<file path="config.mk">
export PLATFORM = sky130hd
export DESIGN_NAME = if_id_hazard_reg_flat
export DESIGN_NICKNAME = d
export VERILOG_FILES = /design/src/rtl/if_id_hazard_reg_if.sv /design/src/rtl/if_id_hazard_reg.sv /design/src/flat_wrapper.sv
export SDC_FILE = /design/constraint.sdc
export NUM_CORES = 1
export LEC_CHECK = 0
export BUFFER_PORTS_ARGS = -buffer_cell sky130_fd_sc_hd__buf_2
export CAP_MARGIN = 20
export CORE_MARGIN = 2
export CORE_UTILIZATION = 45
export DETAILED_ROUTE_END_ITERATION = 10
export MAX_ROUTING_LAYER = met4
export PLACE_DENSITY = 0.81
export SYNTH_ARGS = -nofsm -noshare
export SYNTH_HDL_FRONTEND = slang
export SYNTH_SLANG_ARGS = --single-unit
</file>
<file path="constraint.sdc">
create_clock -name clk -period 4.9 [get_ports clk]
set_input_delay 0.245 -clock clk [delete_from_list [all_inputs] [get_ports clk]]
set_output_delay 0.245 -clock clk [all_outputs]
set_load 0.005 [all_outputs]
</file>
<file path="src/rtl/if_id_hazard_reg_if.sv">
// IF/ID register bus: fetch-side inputs, hazard/flush controls and the
// registered ID-side outputs. slave = the IF/ID register, master = its environment.
interface if_id_hazard_reg_if #(
    parameter int CNT_W = 16
);
    logic [31:0]      inInstruction;
    logic [31:0]      inPostPc;
    logic             flushBranch;
    logic             flushJump;
    logic             idExMemRead;
    logic [4:0]       idExRt;
    logic [31:0]      outInstruction;
    logic [31:0]      outPostPc;
    logic             outValid;
    logic             pcWrite;
    logic             bubble;
    logic [CNT_W-1:0] stallCnt;
    logic [CNT_W-1:0] flushCnt;

    modport slave (
        input  inInstruction, inPostPc, flushBranch, flushJump, idExMemRead, idExRt,
        output outInstruction, outPostPc, outValid, pcWrite, bubble, stallCnt, flushCnt
    );

    modport master (
        output inInstruction, inPostPc, flushBranch, flushJump, idExMemRead, idExRt,
        input  outInstruction, outPostPc, outValid, pcWrite, bubble, stallCnt, flushCnt
    );
endinterface

</file>
<file path="src/rtl/if_id_hazard_reg.sv">
// IF/ID pipeline register with load-use hazard detection and branch/jump flush.
// Optional performance counters are built when IFID_PERF_CNT_EN is defined;
// otherwise stallCnt/flushCnt read constant 0 and no counter flops exist.
module if_id_hazard_reg #(
    parameter logic [31:0] NOP_WORD = 32'h00000000,
    parameter int          CNT_W    = 16
) (
    input  logic                clk,
    input  logic                reset,
    if_id_hazard_reg_if.slave   bus
);
    logic [31:0] instr_q, instr_d;
    logic [31:0] pc_q, pc_d;
    logic        vld_q, vld_d;

    logic [5:0]  op;
    logic [4:0]  rs, rt;
    logic        usesRs, usesRt, hazard, flush;

    // Decode the held instruction and detect a load-use dependency on it
    always_comb begin
        op     = instr_q[31:26];
        rs     = instr_q[25:21];
        rt     = instr_q[20:16];
        usesRs = !(op == 6'h02 || op == 6'h03);
        usesRt = (op == 6'h00) || (op == 6'h04) || (op == 6'h05) || (op == 6'h2B);
        flush  = bus.flushBranch | bus.flushJump;
        hazard = vld_q & bus.idExMemRead & (bus.idExRt != 5'd0) &
                 ((usesRs & (rs == bus.idExRt)) | (usesRt & (rt == bus.idExRt)));
    end

    // Next-state: flush beats a stall, a stall holds, otherwise load from IF
    always_comb begin
        instr_d = bus.inInstruction;
        pc_d    = bus.inPostPc;
        vld_d   = 1'b1;
        if (flush) begin
            instr_d = NOP_WORD;
            vld_d   = 1'b0;
        end else if (hazard) begin
            instr_d = instr_q;
            pc_d    = pc_q;
            vld_d   = vld_q;
        end
    end

    // Pipeline register with synchronous reset
    always_ff @(posedge clk) begin
        if (reset) begin
            instr_q <= NOP_WORD;
            pc_q    <= 32'd0;
            vld_q   <= 1'b0;
        end else begin
            instr_q <= instr_d;
            pc_q    <= pc_d;
            vld_q   <= vld_d;
        end
    end

    assign bus.outInstruction = instr_q;
    assign bus.outPostPc      = pc_q;
    assign bus.outValid       = vld_q;
    assign bus.pcWrite        = ~(hazard & ~flush);
    assign bus.bubble         = hazard | ~vld_q;

`ifdef IFID_PERF_CNT_EN
    logic [CNT_W-1:0] stall_cnt_q, stall_cnt_d;
    logic [CNT_W-1:0] flush_cnt_q, flush_cnt_d;

    // Counter increments; wrap is the natural modulo of the register width
    always_comb begin
        stall_cnt_d = stall_cnt_q + ((hazard & ~flush) ? CNT_W'(1) : CNT_W'(0));
        flush_cnt_d = flush_cnt_q + (flush ? CNT_W'(1) : CNT_W'(0));
    end

    // Counter registers, cleared by reset
    always_ff @(posedge clk) begin
        if (reset) begin
            stall_cnt_q <= '0;
            flush_cnt_q <= '0;
        end else begin
            stall_cnt_q <= stall_cnt_d;
            flush_cnt_q <= flush_cnt_d;
        end
    end

    assign bus.stallCnt = stall_cnt_q;
    assign bus.flushCnt = flush_cnt_q;
`else
    assign bus.stallCnt = '0;
    assign bus.flushCnt = '0;
`endif
endmodule

</file>
<file path="src/flat_wrapper.sv">
// flat-port wrapper written by rule: the top's interface ports become plain ports
module if_id_hazard_reg_flat 
#(
    parameter logic [31:0] NOP_WORD = 32'h00000000,
    parameter int          CNT_W    = 16
)
  (clk, reset, bus_inInstruction, bus_inPostPc, bus_flushBranch, bus_flushJump, bus_idExMemRead, bus_idExRt, bus_outInstruction, bus_outPostPc, bus_outValid, bus_pcWrite, bus_bubble, bus_stallCnt, bus_flushCnt);
  if_id_hazard_reg_if #(.CNT_W(CNT_W)) bus_i ();
  input  logic clk;
  input  logic reset;
  input wire logic [$bits(bus_i.inInstruction)-1:0] bus_inInstruction;
  input wire logic [$bits(bus_i.inPostPc)-1:0] bus_inPostPc;
  input wire logic [$bits(bus_i.flushBranch)-1:0] bus_flushBranch;
  input wire logic [$bits(bus_i.flushJump)-1:0] bus_flushJump;
  input wire logic [$bits(bus_i.idExMemRead)-1:0] bus_idExMemRead;
  input wire logic [$bits(bus_i.idExRt)-1:0] bus_idExRt;
  output wire logic [$bits(bus_i.outInstruction)-1:0] bus_outInstruction;
  output wire logic [$bits(bus_i.outPostPc)-1:0] bus_outPostPc;
  output wire logic [$bits(bus_i.outValid)-1:0] bus_outValid;
  output wire logic [$bits(bus_i.pcWrite)-1:0] bus_pcWrite;
  output wire logic [$bits(bus_i.bubble)-1:0] bus_bubble;
  output wire logic [$bits(bus_i.stallCnt)-1:0] bus_stallCnt;
  output wire logic [$bits(bus_i.flushCnt)-1:0] bus_flushCnt;
  assign bus_i.inInstruction = bus_inInstruction;
  assign bus_i.inPostPc = bus_inPostPc;
  assign bus_i.flushBranch = bus_flushBranch;
  assign bus_i.flushJump = bus_flushJump;
  assign bus_i.idExMemRead = bus_idExMemRead;
  assign bus_i.idExRt = bus_idExRt;
  assign bus_outInstruction = bus_i.outInstruction;
  assign bus_outPostPc = bus_i.outPostPc;
  assign bus_outValid = bus_i.outValid;
  assign bus_pcWrite = bus_i.pcWrite;
  assign bus_bubble = bus_i.bubble;
  assign bus_stallCnt = bus_i.stallCnt;
  assign bus_flushCnt = bus_i.flushCnt;
  if_id_hazard_reg #(.NOP_WORD(NOP_WORD), .CNT_W(CNT_W)) u_core (.clk(clk), .reset(reset), .bus(bus_i));
endmodule
</file>
-- After elaboration in Yosys (flattened, before gate mapping)
Index checks and enable logic that the tools add are counted.
- register bits: 65
- output and inout port bits: 99
- input port bits: 74
- word-level logic and storage cells: 33
- reduce and logical (&&, ||, !) cells: 8
- muxes and demuxes: 2
- equality and inequality tests: 8
- bitwise gates (word level): 12
- operators with widths (kind ; count):
    32-bit 2-to-1 mux ; 2
    6-bit by 2-bit equality test with 1-bit output (second input constant) ; 2
    6-bit by 3-bit equality test with 1-bit output (second input constant) ; 2
    5-bit equality test ; 2
    1-bit AND ; 6
    6-bit equality test (second input constant) ; 1
    6-bit logical NOT ; 1
    5-bit nonzero test ; 1
    1-bit logical OR ; 4
    1-bit NOT ; 3
    1-bit OR ; 3
    2-bit != test (second input constant) ; 1
    2-bit OR reduction ; 1
    1-bit logical NOT ; 1

-- Logic depth before layout (Yosys ltp)
Gate-level depths: netlist of the first run.
- depth in word-level cells: 9
- mapped depth: 8
- mapped depth without buffers: 5

-- Least setup slack after synthesis of the first run
OpenSTA, ideal clock, no wires.
- path type: register -> output
- start point: register u_core.instr_q[31] (netlist: u_core.bus.outInstruction[31])
- end point: output port bus_bubble
- stages on the path, launching flop included: 7
- arrival: 1723 ps
- slack: 2932 ps
- cell sequence: dfxtp_1 -> and4b_1 -> a22oi_1 -> or4_1 -> clkbuf_1 -> clkbuf_1 -> o211ai_1
- cells in the longest elaborated chain, start to end: 8
- ends and longest elaborated chain (element ; RTL line ; source):
    start: declaration ; if_id_hazard_reg.sv:12 ; logic [31:0] instr_q, instr_d;
    start signal: assignment ; if_id_hazard_reg.sv:54 ; instr_q <= instr_d;
    6-bit by 3-bit equality test with 1-bit output / 6-bit logical NOT (equally long branches) ; if_id_hazard_reg.sv:26 ; usesRt = (op == 6'h00) || (op == 6'h04) || (op == 6'h05) || (op == 6'h2B);
    1-bit logical OR (3 in series) ; if_id_hazard_reg.sv:26 ;
    1-bit AND ; if_id_hazard_reg.sv:29 ; ((usesRs & (rs == bus.idExRt)) | (usesRt & (rt == bus.idExRt)));
    1-bit OR (*) ; if_id_hazard_reg.sv:29 ;
    1-bit AND (*) ; if_id_hazard_reg.sv:28 ; hazard = vld_q & bus.idExMemRead & (bus.idExRt != 5'd0) &
    1-bit OR (*) ; if_id_hazard_reg.sv:64 ; assign bus.bubble = hazard | ~vld_q;
    end: declaration ; flat_wrapper.sv:21 ; output wire logic [$bits(bus_i.bubble)-1:0] bus_bubble;
Every way passes the cells marked *; elsewhere a longest branch is shown, timed or not.

-- Final worst setup path of the first run
- start point: register u_core.vld_q (netlist: u_core.bus.outValid)
- end point: output port bus_bubble
- cells in the longest elaborated chain, start to end: 4
- ends and longest elaborated chain (element ; RTL line ; source):
    start: declaration ; if_id_hazard_reg.sv:14 ; logic vld_q, vld_d;
    start signal: assignment ; if_id_hazard_reg.sv:56 ; vld_q <= vld_d;
    1-bit AND (3 in series) ; if_id_hazard_reg.sv:28 ;
    1-bit OR (*) ; if_id_hazard_reg.sv:64 ;
Marks and branches as above.

==> results.md, run 1 <==
- Status: complete, no violations
- Gr ovfl total: 0
- DIE AREA: 0.00812 mm2
- Worst-margin pin slew: 1070 ps
- Total core area: 0.00721 mm2
- Clock sinks: 65
- Post-CTS setup buffers: 0
- Tmin final: 2770 ps
- Pwr per Cell Area: 297 mW/mm2
- Initial antenna violation count: 0
- Mapped Area: 0.00334 mm2
- Total track usage: 0.199
- Routed wire per std cell: 14.3 um
- Clock Skews: 11.3 ps
- Fin. Hold Viols: 0
- EDFF count, synth: 0
- RSZ-0062 raised after global routing: no
- Final Power: 1.25 mW
- Vias in the first global route: 2769
- First-pass GRT wire length: 13.2 mm
- Initial Util: 0.462
- Hold-fix buffers at CTS: 0
- Logic pwr share: 0.108
- Chip width: 90.1 um
- Largest net degree at the start of global routing: 66
- Clock share of power: 0.441
- Seq/Total Area, Yosys: 0.390
- Post-Route M1 WL: 4.03 mm
- H-tree depth: 3
- Critical Path AT: 2520 ps
- Max-slew violations: 0
- First-pass DRT Iterations: 4
- Worst vdd ir: 0.000191 V
- Placer's final routability congestion estimate: 0.832
- Max Cap Violations: 0
- DR vias: 2999
- Clk slew on worst S/H paths: 80 ps
- Synth cell count leaders: dfxtp_1, nand2b_1, o211ai_1
- Yosys top cell area share: 0.390
- Post-layout util: 0.582
- Distinct cell type count after synthesis: 29
- Startpoint type of the worst setup path: flip-flop
- Area contributors post-synth: dfxtp_1, o211ai_1, nand2b_1
- Placement Cell Area: 0.00390 mm2
- # IOs: 173
- CP required: 4660 ps
- Endpoint class of the critical path: primary output
- Post-Route WL: 8.35 mm
- Int Pwr: 0.967 mW
- Final instance area: 0.00420 mm2
- I/O Buffers: 140
- CTS Buf Count: 9
- Worst hold path class: input port to flip-flop
- Layout cells sized above 1: 0.341
- Die Y: 90.1 um
- Slew margin rel.: 0.285
- Kind of critical path: flip-flop to primary output
- Switching pwr: 0.283 mW
- DP Wirelength: 5.62 mm
- Critical-path maximum fanout: 33
- Routed vias/inst: 5.14
- Sum of negative setup slack: 0 ps
- Row cnt: 31
- Ant diodes: 0
- Static Leakage: 1.81 nW
- Final period util: 0.564
- Area grow syn2layout: 26.0%
- Metal3 WL: 458 um
- Drt initial violations: 77
- Avg Cell Area, Syn: 9.29 um2
- Sw Share: 0.226
- Cells after Synth: 359
- CTS tree: built
- Yosys top cell by area: dfxtp_1
- Fraction of registers with async set/reset: 0
- Final setup fails: 0
- Ys flop type: dfxtp_1
- DRC errors left: 0
- Clock Latency Late Sink: 320 ps
- Warnings, synthesis: 0
- Seq pwr share: 0.450
- Max Buffers Root-to-Sink: 2
- Fin nets: 553
- Highest clock rate: 362 MHz
- Yosys reg bits: 65
- Post-CTS resize count: 0
- Metal2 WL: 3.83 mm
- DRT antenna net count: 0
- Root Driver: clkbuf_8
- Highest metal layer with signal wires: met4
-- critical path: stages, from the launching register on --
cell and delay, ps:
dfxtp_1 450, o211a_1 910, nand4_1 470, o211ai_1 220
buf_2 150
-- registers in the layout (all words and copies together), names as in the netlist --
signal,count
u_core.bus.outValid,1
u_core.bus.outPostPc,32
u_core.bus.outInstruction,32
-- per-layer routing --
metal  up-vias  track usage
li1       1459            -
met1      1422        0.277
met2       114        0.289
met3         4       0.0394
met4         0       0.0692
met5         -            -
-- power groups by stage --
stage               sequential, mW  clock [mW]  combinational [mW]
floorplan                    0.576           0              0.0834
global placement             0.574           0               0.128
detailed placement           0.575           0               0.131
CTS                          0.563       0.563               0.132
global route                 0.566       0.589               0.149
finish                       0.563       0.552               0.135
-- final timing paths --
check,startpoint,end,slack (ps),cells past startpoint
worst max-delay path,u_core.bus.outValid,bus_bubble,2130,4
worst min-delay path,bus_inPostPc[22],u_core.bus.outPostPc[22],170,3
worst max register to register,u_core.bus.outValid,u_core.bus.outInstruction[19],2350,5
worst min register to register,u_core.bus.outPostPc[19],u_core.bus.outPostPc[19],470,2
-- final cells by class --
| type | count | area, um2 |
|---|---|---|
| Inverter | 1 | 3.75 |
| Multi-Input combinational cell | 257 | 1750 |
| Clock buffer | 10 | 138 |
| Clock inverter | 6 | 105 |
| Tap cell | 99 | 124 |
| Sequential cell | 65 | 1300 |
| Fill cell | 659 | 3010 |
| Timing Repair Buffer | 145 | 778 |
-- logic make-up after synthesis --
kind of cell | count (synthesis) | share of synthesized area
and+or+nand+nor | 81 | 0.154
buffers and inverters | 68 | 0.123
DFF | 65 | 0.390
muxes | 32 | 0.0960
other | 1 | 0.00112
AOI/OAI and AO/OA | 102 | 0.210
xor gates and xnor gates | 10 | 0.0263
-- per-stage QoR --
stage,hold slack (ps),setup WS [ps],cells
2_1_floorplan,397,2930,390
3_3_place_gp,457,2130,565
3_5_place_dp,462,2040,565
4_1_cts,155,1990,581
5_1_grt,162,1920,583
6_report,169,2130,583
-- cells in the final DEF (no fill, tap or decap) --
master and n:
nor4_4 1, dfxtp_1 65, bufinv_16 3, conb_1 32, nor2_1 1, xor2_1 6
nand2_1 1, o211ai_4 1, or4_1 1, xnor2_1 4, a22o_2 1, clkinv_2 3
nand4_1 2, or3_1 1, or4_4 1, buf_4 3, a21oi_1 32, nor4_1 2
o211ai_1 65, buf_16 2, buf_2 140, o211a_1 1, a22oi_1 1, and3_1 1
nand2b_1 65, inv_1 1, and4b_1 1, nor3_1 4, o21ai_0 1, clkbuf_8 10
mux2i_1 32
Note: power is estimated with default switching activity, not from simulation.
==> run 2, diff against run 1 <==
clock period = 2.8 ns   (was 4.9 ns; I/O delays follow)
==> results.md, run 2 (synthesis results as in run 1) <==
- Status: complete, no violations
- DP Wirelength: 5.69 mm
- Worst-margin pin slew: 969 ps
- Highest clock rate: 429 MHz
- Initial antenna violation count: 0
- Total track usage: 0.205
- Sw Share: 0.256
- Static Leakage: 1.77 nW
- Hold-fix buffers at CTS: 0
- Fin cells: 585
- Switching pwr: 0.496 mW
- Post-CTS resize count: 0
- Chip width: 90.1 um
- DRT antenna net count: 0
- H-tree depth: 3
- Worst hold path class: input port to flip-flop
- Inst Count DP: 569
- Sum of negative setup slack: 0 ps
- Fin nets: 555
- CTS Buf Count: 9
- Post-CTS setup buffers: 0
- Worst vdd ir: 0.000238 V
- Final period util: 0.833
- DIE AREA: 0.00812 mm2
- Clock Skews: 10.1 ps
- Commonest non-fill, non-tap cell in the layout: buf_2
- # IOs: 173
- Fin. Hold Viols: 0
- CTS tree: built
- Ant diodes: 0
- Tmin final: 2330 ps
- CP required: 2660 ps
- Drt initial violations: 123
- Initial Util: 0.462
- Clock sinks: 65
- Routed vias/inst: 5.06
- Max Buffers Root-to-Sink: 2
- Most frequent cells in the layout: buf_2, nand2b_1, o211ai_1, dfxtp_1
- Seq pwr share: 0.508
- DRC errors left: 0
- Layout cells sized above 1: 0.344
- Gr ovfl total: 0
- Row cnt: 31
- Pwr per Cell Area: 470 mW/mm2
- Final setup fails: 0
- Post-layout util: 0.572
- Clk slew on worst S/H paths: 70 ps
- I/O Buffers: 140
- Critical Path AT: 2190 ps
- Routed wire per std cell: 14.0 um
- Int Pwr: 1.44 mW
- Die Y: 90.1 um
- Startpoint type of the worst setup path: flip-flop
- Total core area: 0.00721 mm2
- Max Cap Violations: 0
- Area grow syn2layout: 23.7%
- Clock Latency Late Sink: 330 ps
- Slew margin rel.: 0.354
- DR vias: 2960
- Layout fillers: 665
- Post-Route WL: 8.20 mm
- Endpoint class of the critical path: primary output
- Vias in the first global route: 2792
- First-pass GRT wire length: 13.5 mm
- Placer's final routability congestion estimate: 0.806
- Largest net degree at the start of global routing: 66
- Kind of critical path: flip-flop to primary output
- Logic pwr share: 0.120
- Critical-path maximum fanout: 11
- RSZ-0062 raised after global routing: no
- Clock share of power: 0.373
- Root Driver: clkbuf_8
- Max-slew violations: 0
- First-pass DRT Iterations: 4
## run 2: metal layers
metal  track usage  up-vias  routed length (um)
met1         0.256     1370                3600
met4        0.0731        0                  63
li1              -     1456                   -
met5             -        -                   0
met2         0.321      126                3950
met3        0.0528        8                 587
## run 2: final cells by class
class	instances	area, um2	share of cell area
clock buffers	11	151	0.0367
inverters	1	3.75	0.000909
clock inverters	5	30.0	0.00727
repair buffers	147	766	0.186
multi-input cells	257	1750	0.424
flip-flops and latches	65	1300	0.315
well taps	99	124	0.0300
## run 2: path summary, 6_finish.rpt
kind	start	endpoint	slack, ps	cells past startpoint
worst max-delay path	u_core.bus.outInstruction[29]	bus_bubble	470	5
worst min-delay path	bus_inPostPc[27]	u_core.bus.outPostPc[27]	60	3
worst max register to register	u_core.bus.outInstruction[29]	u_core.bus.outPostPc[15]	550	5
worst min register to register	u_core.bus.outPostPc[1]	u_core.bus.outPostPc[1]	470	2
## run 2: worst max-delay path: stages, from the launching register on
cell and delay (ps):
dfxtp_1 400, and4b_1 210, a22oi_1 140, or4_1 740, o211ai_1 240, buf_2 140
## run 2: power by group through the flow
stage	sequential (mW)	clock, mW	combinational, mW
floorplan	1.01	0	0.146
global placement	1.00	0	0.226
detailed placement	1.01	0	0.232
CTS	0.985	0.750	0.233
global route	0.989	0.797	0.260
finish	0.984	0.723	0.232
## run 2: through the flow
stage / setup slack (ps) / total power, mW / hold WS, ps / instance area [um2]
after floorplan: 908 / 1.15 / 292 / 3450
after global placement: 631 / 1.23 / 402 / 3950
after detailed placement: 537 / 1.24 / 407 / 3950
after CTS: 444 / 1.97 / 46.2 / 4130
after global routing: 317 / 2.05 / 43.9 / 4130
final: 468 / 1.94 / 64.1 / 4130
